### src/rtl/dmem_bus_arbiter_pkg.sv
// Shared types for the dmem bus arbiter: FSM states, grant encoding and LED address default.
package dmem_arb_pkg;

  typedef enum logic [1:0] {S_IDLE, S_MEM, S_RESP} arb_state_t;
  typedef enum logic       {GNT_M0, GNT_M1}        grant_t;

  localparam logic [31:0] LED_ADDR_DEFAULT = 32'h0000_0100;

  function automatic logic [1:0] grant_onehot(input grant_t g);
    return (g == GNT_M0) ? 2'b01 : 2'b10;
  endfunction

endpackage

### src/rtl/dmem_bus_arbiter_if.sv
// Requester (M0/M1), dmem and LED signals of the arbiter, bundled with arbiter-side and requester-side views.
interface dmem_bus_arbiter_if #(
  parameter int MEM_AW = 8
);
  logic              m0_valid, m0_ready, m0_we, m0_rsp_valid;
  logic [31:0]       m0_addr, m0_wdata, m0_rdata;
  logic              m1_valid, m1_ready, m1_we, m1_rsp_valid;
  logic [31:0]       m1_addr, m1_wdata, m1_rdata;
  logic              mem_en, mem_we;
  logic [MEM_AW-1:0] mem_addr;
  logic [31:0]       mem_wdata, mem_rdata;
  logic [7:0]        led;

  modport slave (
    input  m0_valid, m0_we, m0_addr, m0_wdata,
    output m0_ready, m0_rsp_valid, m0_rdata,
    input  m1_valid, m1_we, m1_addr, m1_wdata,
    output m1_ready, m1_rsp_valid, m1_rdata,
    output mem_en, mem_we, mem_addr, mem_wdata,
    input  mem_rdata,
    output led
  );

  modport master (
    output m0_valid, m0_we, m0_addr, m0_wdata,
    input  m0_ready, m0_rsp_valid, m0_rdata,
    output m1_valid, m1_we, m1_addr, m1_wdata,
    input  m1_ready, m1_rsp_valid, m1_rdata,
    input  mem_en, mem_we, mem_addr, mem_wdata,
    output mem_rdata,
    input  led
  );
endinterface

### src/rtl/dmem_bus_arbiter_arb2_grant.sv
// Two-way grant logic. ARB_RR_EN selects round-robin (with last-grant register); otherwise M0 has fixed priority.
module arb2_grant
  import dmem_arb_pkg::*;
(
  input  logic       clk,
  input  logic       reset,
  input  logic [1:0] i_req,
  input  logic       i_accept,
  output logic [1:0] o_gnt
);

`ifdef ARB_RR_EN
  grant_t r_last_grant;

  // Contention goes to whoever was not served last; a lone request always wins.
  always_comb begin
    o_gnt = i_req;
    if (i_req == 2'b11) o_gnt = (r_last_grant == GNT_M1) ? 2'b01 : 2'b10;
  end

  always_ff @(posedge clk or posedge reset) begin
    if (reset) r_last_grant <= GNT_M1;
    else if (i_accept && (|o_gnt)) r_last_grant <= o_gnt[1] ? GNT_M1 : GNT_M0;
  end
`else
  always_comb begin
    o_gnt = 2'b00;
    if (i_req[0])      o_gnt = 2'b01;
    else if (i_req[1]) o_gnt = 2'b10;
  end

  logic w_unused_ok;
  assign w_unused_ok = &{1'b0, clk, reset, i_accept};
`endif

endmodule

### src/rtl/dmem_bus_arbiter.sv
// Shares single-port dmem between CPU (M0) and debug/loader (M1) and owns the LED register.
// Optional macro ARB_RR_EN: round-robin arbitration instead of M0 fixed priority.
module dmem_bus_arbiter
  import dmem_arb_pkg::*;
#(
  parameter int          MEM_AW   = 8,
  parameter logic [31:0] LED_ADDR = LED_ADDR_DEFAULT
) (
  input  logic           clk,
  input  logic           reset,
  dmem_bus_arbiter_if.slave bus
);

  arb_state_t        r_state;
  grant_t            r_gnt;
  logic              r_we, r_is_led, r_mem_en, r_mem_we;
  logic [MEM_AW-1:0] r_mem_addr;
  logic [31:0]       r_mem_wdata;
  logic [1:0]        r_rsp_v;
  logic [7:0]        r_led;

  logic [1:0]  w_req, w_gnt;
  logic        w_idle, w_hs, w_sel_m1, w_we, w_is_led;
  logic [31:0] w_addr, w_wdata, w_rdata;

  assign w_idle = (r_state == S_IDLE);
  assign w_req  = {bus.m1_valid, bus.m0_valid};
  assign w_hs   = w_idle & (|w_req);

  arb2_grant u_grant (
    .clk      (clk),
    .reset    (reset),
    .i_req    (w_req),
    .i_accept (w_hs),
    .o_gnt    (w_gnt)
  );

  assign bus.m0_ready = w_idle & w_gnt[0];
  assign bus.m1_ready = w_idle & w_gnt[1];

  assign w_sel_m1 = w_gnt[1];
  assign w_we     = w_sel_m1 ? bus.m1_we    : bus.m0_we;
  assign w_addr   = w_sel_m1 ? bus.m1_addr  : bus.m0_addr;
  assign w_wdata  = w_sel_m1 ? bus.m1_wdata : bus.m0_wdata;
  assign w_is_led = (w_addr == LED_ADDR);

  // dmem strobes are computed at the handshake so they come out of flops during MEM.
  always_ff @(posedge clk or posedge reset) begin
    if (reset) begin
      r_state     <= S_IDLE;
      r_gnt       <= GNT_M0;
      r_we        <= 1'b0;
      r_is_led    <= 1'b0;
      r_mem_en    <= 1'b0;
      r_mem_we    <= 1'b0;
      r_mem_addr  <= '0;
      r_mem_wdata <= '0;
      r_rsp_v     <= 2'b00;
      r_led       <= 8'h00;
    end else begin
      case (r_state)
        S_IDLE: begin
          r_rsp_v <= 2'b00;
          if (w_hs) begin
            r_state     <= S_MEM;
            r_gnt       <= w_sel_m1 ? GNT_M1 : GNT_M0;
            r_we        <= w_we;
            r_is_led    <= w_is_led;
            r_mem_en    <= ~w_is_led;
            r_mem_we    <= ~w_is_led & w_we;
            r_mem_addr  <= w_addr[MEM_AW+1:2];
            r_mem_wdata <= w_wdata;
          end
        end
        S_MEM: begin
          if (r_is_led && r_we) r_led <= r_mem_wdata[7:0];
          r_mem_en    <= 1'b0;
          r_mem_we    <= 1'b0;
          r_mem_addr  <= '0;
          r_mem_wdata <= '0;
          r_rsp_v     <= grant_onehot(r_gnt);
          r_state     <= S_RESP;
        end
        S_RESP: begin
          r_rsp_v <= 2'b00;
          r_state <= S_IDLE;
        end
        default: begin
          r_rsp_v <= 2'b00;
          r_state <= S_IDLE;
        end
      endcase
    end
  end

  // Read data arrives from dmem during RESP, so the response mux stays combinational.
  assign w_rdata = r_we ? 32'h0 : (r_is_led ? {24'h0, r_led} : bus.mem_rdata);

  assign bus.m0_rsp_valid = r_rsp_v[0];
  assign bus.m1_rsp_valid = r_rsp_v[1];
  assign bus.m0_rdata     = r_rsp_v[0] ? w_rdata : 32'h0;
  assign bus.m1_rdata     = r_rsp_v[1] ? w_rdata : 32'h0;
  assign bus.mem_en       = r_mem_en;
  assign bus.mem_we       = r_mem_we;
  assign bus.mem_addr     = r_mem_addr;
  assign bus.mem_wdata    = r_mem_wdata;
  assign bus.led          = r_led;

endmodule
### src/flat_wrapper.sv
// flat-port wrapper written by rule: the top's interface ports become plain ports
module dmem_bus_arbiter_flat import dmem_arb_pkg::*;
#(
  parameter int          MEM_AW   = 8,
  parameter logic [31:0] LED_ADDR = LED_ADDR_DEFAULT
)
  (clk, reset, bus_m0_valid, bus_m0_we, bus_m0_addr, bus_m0_wdata, bus_m0_ready, bus_m0_rsp_valid, bus_m0_rdata, bus_m1_valid, bus_m1_we, bus_m1_addr, bus_m1_wdata, bus_m1_ready, bus_m1_rsp_valid, bus_m1_rdata, bus_mem_en, bus_mem_we, bus_mem_addr, bus_mem_wdata, bus_mem_rdata, bus_led);
  dmem_bus_arbiter_if #(.MEM_AW(MEM_AW)) bus_i ();
  input  logic clk;
  input  logic reset;
  input wire logic [$bits(bus_i.m0_valid)-1:0] bus_m0_valid;
  input wire logic [$bits(bus_i.m0_we)-1:0] bus_m0_we;
  input wire logic [$bits(bus_i.m0_addr)-1:0] bus_m0_addr;
  input wire logic [$bits(bus_i.m0_wdata)-1:0] bus_m0_wdata;
  output wire logic [$bits(bus_i.m0_ready)-1:0] bus_m0_ready;
  output wire logic [$bits(bus_i.m0_rsp_valid)-1:0] bus_m0_rsp_valid;
  output wire logic [$bits(bus_i.m0_rdata)-1:0] bus_m0_rdata;
  input wire logic [$bits(bus_i.m1_valid)-1:0] bus_m1_valid;
  input wire logic [$bits(bus_i.m1_we)-1:0] bus_m1_we;
  input wire logic [$bits(bus_i.m1_addr)-1:0] bus_m1_addr;
  input wire logic [$bits(bus_i.m1_wdata)-1:0] bus_m1_wdata;
  output wire logic [$bits(bus_i.m1_ready)-1:0] bus_m1_ready;
  output wire logic [$bits(bus_i.m1_rsp_valid)-1:0] bus_m1_rsp_valid;
  output wire logic [$bits(bus_i.m1_rdata)-1:0] bus_m1_rdata;
  output wire logic [$bits(bus_i.mem_en)-1:0] bus_mem_en;
  output wire logic [$bits(bus_i.mem_we)-1:0] bus_mem_we;
  output wire logic [$bits(bus_i.mem_addr)-1:0] bus_mem_addr;
  output wire logic [$bits(bus_i.mem_wdata)-1:0] bus_mem_wdata;
  input wire logic [$bits(bus_i.mem_rdata)-1:0] bus_mem_rdata;
  output wire logic [$bits(bus_i.led)-1:0] bus_led;
  assign bus_i.m0_valid = bus_m0_valid;
  assign bus_i.m0_we = bus_m0_we;
  assign bus_i.m0_addr = bus_m0_addr;
  assign bus_i.m0_wdata = bus_m0_wdata;
  assign bus_m0_ready = bus_i.m0_ready;
  assign bus_m0_rsp_valid = bus_i.m0_rsp_valid;
  assign bus_m0_rdata = bus_i.m0_rdata;
  assign bus_i.m1_valid = bus_m1_valid;
  assign bus_i.m1_we = bus_m1_we;
  assign bus_i.m1_addr = bus_m1_addr;
  assign bus_i.m1_wdata = bus_m1_wdata;
  assign bus_m1_ready = bus_i.m1_ready;
  assign bus_m1_rsp_valid = bus_i.m1_rsp_valid;
  assign bus_m1_rdata = bus_i.m1_rdata;
  assign bus_mem_en = bus_i.mem_en;
  assign bus_mem_we = bus_i.mem_we;
  assign bus_mem_addr = bus_i.mem_addr;
  assign bus_mem_wdata = bus_i.mem_wdata;
  assign bus_i.mem_rdata = bus_mem_rdata;
  assign bus_led = bus_i.led;
  dmem_bus_arbiter #(.MEM_AW(MEM_AW), .LED_ADDR(LED_ADDR)) u_core (.clk(clk), .reset(reset), .bus(bus_i));
endmodule
### config.mk
export PLATFORM = sky130hd
export DESIGN_NAME = dmem_bus_arbiter_flat
export DESIGN_NICKNAME = d
export VERILOG_FILES = /design/src/rtl/dmem_bus_arbiter_pkg.sv /design/src/rtl/dmem_bus_arbiter_if.sv /design/src/rtl/dmem_bus_arbiter_arb2_grant.sv /design/src/rtl/dmem_bus_arbiter.sv /design/src/flat_wrapper.sv
export SDC_FILE = /design/constraint.sdc
export NUM_CORES = 1
export LEC_CHECK = 0
export CORE_ASPECT_RATIO = 0.6
export CORE_UTILIZATION = 32
export CTS_BUF_LIST = sky130_fd_sc_hd__clkbuf_4
export CTS_CLUSTER_DIAMETER = 200
export DETAILED_ROUTE_END_ITERATION = 7
export HOLD_SLACK_MARGIN = 0.06
export MAX_ROUTING_LAYER = met4
export PLACE_DENSITY = 0.87
export SYNTH_ARGS = -nofsm -noshare
export SYNTH_HDL_FRONTEND = slang
export SYNTH_SLANG_ARGS = --single-unit
### constraint.sdc
create_clock -name clk -period 2.27 [get_ports clk]
set_input_delay 0.681 -clock clk [delete_from_list [all_inputs] [get_ports clk]]
set_output_delay 0.681 -clock clk [all_outputs]
set_load 0.05 [all_outputs]
== Yosys cells after proc, flatten, opt, wreduce, memory -nomap -nowiden ==
Cells that the tools add are included.
W data, S select, Z words.

* Equal/unequal tests: 3
* Muxes and demuxes: 22
* Bitwise logic cells: 5
* Reduce and logical (&&, ||, !) cells: 7

{| class="wikitable"
|+ Operators with widths
! cell !! count
|-
| $mux W32 || 7
|-
| $pmux W32 S2 || 1
|-
| $eq A32 B9 Y1 const B || 1
|-
| $pmux W8 S2 || 1
|-
| $mux W2 || 5
|-
| $mux W8 || 1
|-
| $reduce_and A2 Y1 || 3
|-
| $and A1 B1 Y1 || 4
|-
| $mux W1 || 4
|-
| $pmux W1 S2 || 2
|-
| $pmux W2 S2 || 1
|-
| $eq A2 B1 Y1 const B || 1
|-
| $logic_not A2 Y1 || 1
|-
| $ne A2 B2 Y1 const B || 1
|-
| $reduce_bool A2 Y1 || 1
|-
| $reduce_or A2 Y1 || 1
|-
| $logic_and A1 B1 Y1 || 1
|-
| $not A1 Y1 || 1
|}

* Register bits after elaboration: 57
* Input bits: 166
* Output and inout port bits: 118
* Word-level logic and storage cells: 47

== Logic depth before layout (Yosys ltp) ==
* Depth after elaboration: 8
* Gate-level depth with buffers: 6
* Gate-level depth less buffers: 5

== By module ==
Synthesis repeated with hierarchy kept, for this count alone.

* Cells, all modules: 336
* Area total of the unflattened synthesis: 3208.1 um2

{| class="wikitable"
|+ By module, submodules not included
! module !! times used !! cells each !! area an instance (um2) !! seq. area each (um2)
|-
| dmem_bus_arbiter || 1 || 334 || 3186.8 || 1426.4
|-
| arb2_grant || 1 || 2 || 21.3 || 0.0
|}

== Worst setup path before layout ==
OpenSTA, ideal clock, no wires.

* Kind: input to output
* Start: input port bus_m0_valid
* End: output port bus_m1_ready
* Arrival time: 1.732 ns
* Data required time: 1.589 ns
* Path slack: -0.143 ns
* Stages on the path: 4
* Path buffers: 2
* Cell sequence: nand2b_1 buf_4 buf_6 nor3_2

* Longest elaborated chain between the ends: 2

{| class="wikitable"
|+ RTL lines
! item !! RTL line !! text
|-
| start: declaration || flat_wrapper.sv:11 || <nowiki>input wire logic [$bits(bus_i.m0_valid)-1:0] bus_m0_valid;</nowiki>
|-
| $mux W2 || dmem_bus_arbiter_arb2_grant.sv:28 || <nowiki>if (i_req[0]) o_gnt = 2'b01;</nowiki>
|-
| $and A1 B1 Y1 || dmem_bus_arbiter.sv:39 || <nowiki>assign bus.m1_ready = w_idle & w_gnt[1];</nowiki>
|-
| end: declaration || flat_wrapper.sv:22 || <nowiki>output wire logic [$bits(bus_i.m1_ready)-1:0] bus_m1_ready;</nowiki>
|}

Every way passes these cells.

== Final worst setup path ==
* Start: register u_core.r_is_led
* End: output port bus_m0_rdata[10]

* Longest elaborated chain between the ends: 3

{| class="wikitable"
|+ RTL lines
! item !! RTL line !! text
|-
| start: declaration || dmem_bus_arbiter.sv:16 || <nowiki>logic r_we, r_is_led, r_mem_en, r_mem_we;</nowiki>
|-
| start signal: assignment || dmem_bus_arbiter.sv:68 || <nowiki>r_is_led <= w_is_led;</nowiki>
|-
| $mux W32 (2 in a row) || dmem_bus_arbiter.sv:97 || <nowiki>assign w_rdata = r_we ? 32'h0 : (r_is_led ? {24'h0, r_led} : bus.mem_rdata);</nowiki>
|-
| $mux W32 || dmem_bus_arbiter.sv:101 || <nowiki>assign bus.m0_rdata = r_rsp_v[0] ? w_rdata : 32'h0;</nowiki>
|-
| end: declaration || flat_wrapper.sv:17 || <nowiki>output wire logic [$bits(bus_i.m0_rdata)-1:0] bus_m0_rdata;</nowiki>
|}

Every way passes these cells.

==> results.md <==
- Initial antenna violation count: 1
- Minimum clock period: 2.37 ns
- Critical path launch point: u_core.r_is_led
- Syn avg cell area: 9.15 sq um
- Worst path max stage delay: 0.49 ns
- I/O Buffers: 283
- Critical setup path kind: flop to primary output
- Reg2reg start: u_core.r_is_led
- CTS tree: yes
- Crit path max fanout: 8
- Starting density of the core: 0.337
- WHS: 0.487 ns
- Max-cap violations: 0
- CP endpoint kind: primary output
- Die Area: 10300 sq um
- Most frequent cells in the layout: 163 x clkdlybuf4s50_1, 70 x buf_12, 55 x dfrtp_1
- Global placement routability congestion: 0.841
- Placed Area: 6900 sq um
- RSZ-0062 raised after global routing: true
- Die X: 130 microns
- Via count: 3944
- Multi-input combinational cell area: 1920 sq um
- Commonest non-fill, non-tap cell in the layout: clkdlybuf4s50_1
- Post-place setup slack: -0.198 ns
- Cells after DPL: 747
- Distinct cells, synth: 30
- Synth warn: 0
- Crit path max-delay family: flip-flops
- Tot Pwr: 8.02 mW
- Row cnt: 27
- Fin. Hold Viols: 0
- Via density: 5.08
- Failing checks: setup timing
- H-tree depth: 3
- Routed Antenna Nets: 0
- Die Y-Extent: 79.0 microns
- HP Start: u_core.r_gnt
- CTS buffer count: 9
- Period utilization: 1.04
- Post-Synthesis Cells: 346
- Crit-path cells: clkbuf_16, nor2_4, buf_6, and2_4, buf_12
- Non-filler instance count after layout: 777
- Area contributors post-synth: dfrtp_1 45%, and2_1 9.9%, nand3_1 7.0%, o22ai_1 6.5%, mux2i_1 5.1%
- CTS root buffer: clkbuf_4
- Critical Path RT: 1.59 ns
- Highest clock rate: 0.422 GHz
- Critical path depth in cells: 5
- Io pins: 284
- Leakage Power: 3.36 nW
- Tot GR Track Use: 0.286
- Yosys reg bits: 57
- Worst slew margin: 0.631
- Global-route wire length before repair: 21700 microns
- Initial DRC Count: 112
- Clock sink total: 57
- Area growth from synthesis to layout: 137%
- Slowest cell on the critical path: dfrtp_2
- Slew Viols, Final: 0
- Clock Skew: 0.00977 ns
- CTS clk-pin slew, worst paths: 0.10 ns
- # DRC: 0
- Drt first pass iters: 4
- Setup Viol. Count Final: 48
- Area leader, netlist: dfrtp_1
- Cell Area, Synth: 3170 sq um
- Pin count of the biggest net entering global routing: 58
- Longest Clk Path Bufs: 2
- Sequential fraction of the synthesis area: 0.451
- Post-synth top area share: 0.451
- Type of origin of the critical path: flop
- Critical path buffer and inverter count: 3
- Worst slew pin tran: 0.556 ns
- Worst min path class: flop to flop
- Status: finished with violations
- DP Wirelength: 10900 microns
- Final Net Count: 807
- P per Cell Area: 1070 nW/um^2
- Total gr overflow: 0
- Share of layout cells above drive strength 1: 0.319
- Final Worst Setup Slack: -0.101 ns
- Detailed Route WL: 15000 microns
- Core area: 9390 sq um
- Critical path arrival: 1.69 ns
- Final instance area: 7490 sq um
- Fill cells: 569
- Clk_lat worst skew: 0.38 ns
- Post-synth net total: 512
- Worst hold stages: 1
- Reg area: 1430 sq um
- WL per Instance: 19.3 microns
- Vias in the first global route: 4115
- Peak supply drop: 486 uV
- Worst R2R Path Depth: 5
## routing by layer
layer / track usage / vias up / share of wire
li1: - / 1847 / -
met1: 0.283 / 1900 / 0.36
met2: 0.563 / 173 / 0.55
met3: 0.0627 / 24 / 0.068
met4: 0.0747 / 0 / 0.016
met5: - / - / 0
## logic make-up (layout without fill, tap and decap cells)
| group | after synthesis | count (layout) | synth area share |
|---|---|---|---|
| simple gates | 149 | 154 | 0.266 |
| mux | 24 | 24 | 0.0791 |
| compound gates | 82 | 82 | 0.147 |
| buf+inv | 34 | 329 | 0.0573 |
| other cells | 0 | 1 | 0 |
| flops | 57 | 57 | 0.451 |
## what timing repair did
item / in CTS / in global routing
setup endpoints to repair: 96 / 82
gates resized for setup: 89 / 60
hold buffers: 0 / 0
cloned: 5 / 1
pin swaps: 15 / 14
buffers inserted: 6 / 2
## through the flow
stage                     setup TNS [ns]  utilization
after floorplan                        0            -
after global placement            -0.375        0.734
after detailed placement           -1.24        0.734
after CTS                          -1.73        0.774
after global routing               -5.50        0.797
final                              -1.73        0.797
## worst register-to-register path, cell delays in order (launching register included)
cell       delay, ns
dfrtp_2         0.49
clkbuf_16       0.21
buf_4           0.15
buf_4           0.13
nand3_4         0.11
mux2_2          0.36
## path summary, 6_finish.rpt
check,endpoint,slack [ns]
worst max-delay path,bus_m0_rdata[10],-0.10
worst min-delay path,u_core.r_rsp_v[0],0.49
worst max register to register,u_core.bus.led[3],0.70
worst min register to register,u_core.r_rsp_v[0],0.49
max in group asynchronous,u_core.r_is_led,1.32
min in group asynchronous,u_core.bus.mem_wdata[24],0.66
## registers in the layout (all words and copies together), names as in the netlist
signal,flops
u_core.bus.mem_we,1
u_core.bus.mem_addr,8
u_core.bus.mem_wdata,32
u_core.r_we,1
u_core.r_state,2
u_core.r_is_led,1
u_core.bus.led,8
u_core.bus.mem_en,1
u_core.r_rsp_v,2
u_core.r_gnt,1
## synth_stat cells, drive strengths merged
cell     n
nor4    12
a31oi    3
nor2    25
nand4    2
o21ai   41
clkbuf  10
mux2     8
and2    50
nor3b    1
dfrtp   57
nand2b   4
buf     19
mux2i   16
a31o     1
nor4b    3
a21oi    2
nand3   45
nor3     1
a21o     2
o22ai   33
inv      5
nand2    4
nor2b    2
## power breakdown
part	total (mW)	internal (mW)	switching [mW]	leakage, nW
logic	5.30	2.02	3.29	2.53
registers	1.69	1.43	0.264	0.718
clock network	1.03	0.660	0.368	0.105
## layout make-up
type	instances	area share
inverters	5	0.00251
multi-input cells	260	0.256
clock buffers	9	0.00902
flip-flops and latches	57	0.191
diodes	1	0.000334
repair buffers	308	0.502
clock inverters	7	0.0177
well taps	130	0.0217
No activity file was read; power rests on OpenSTA's default activity.
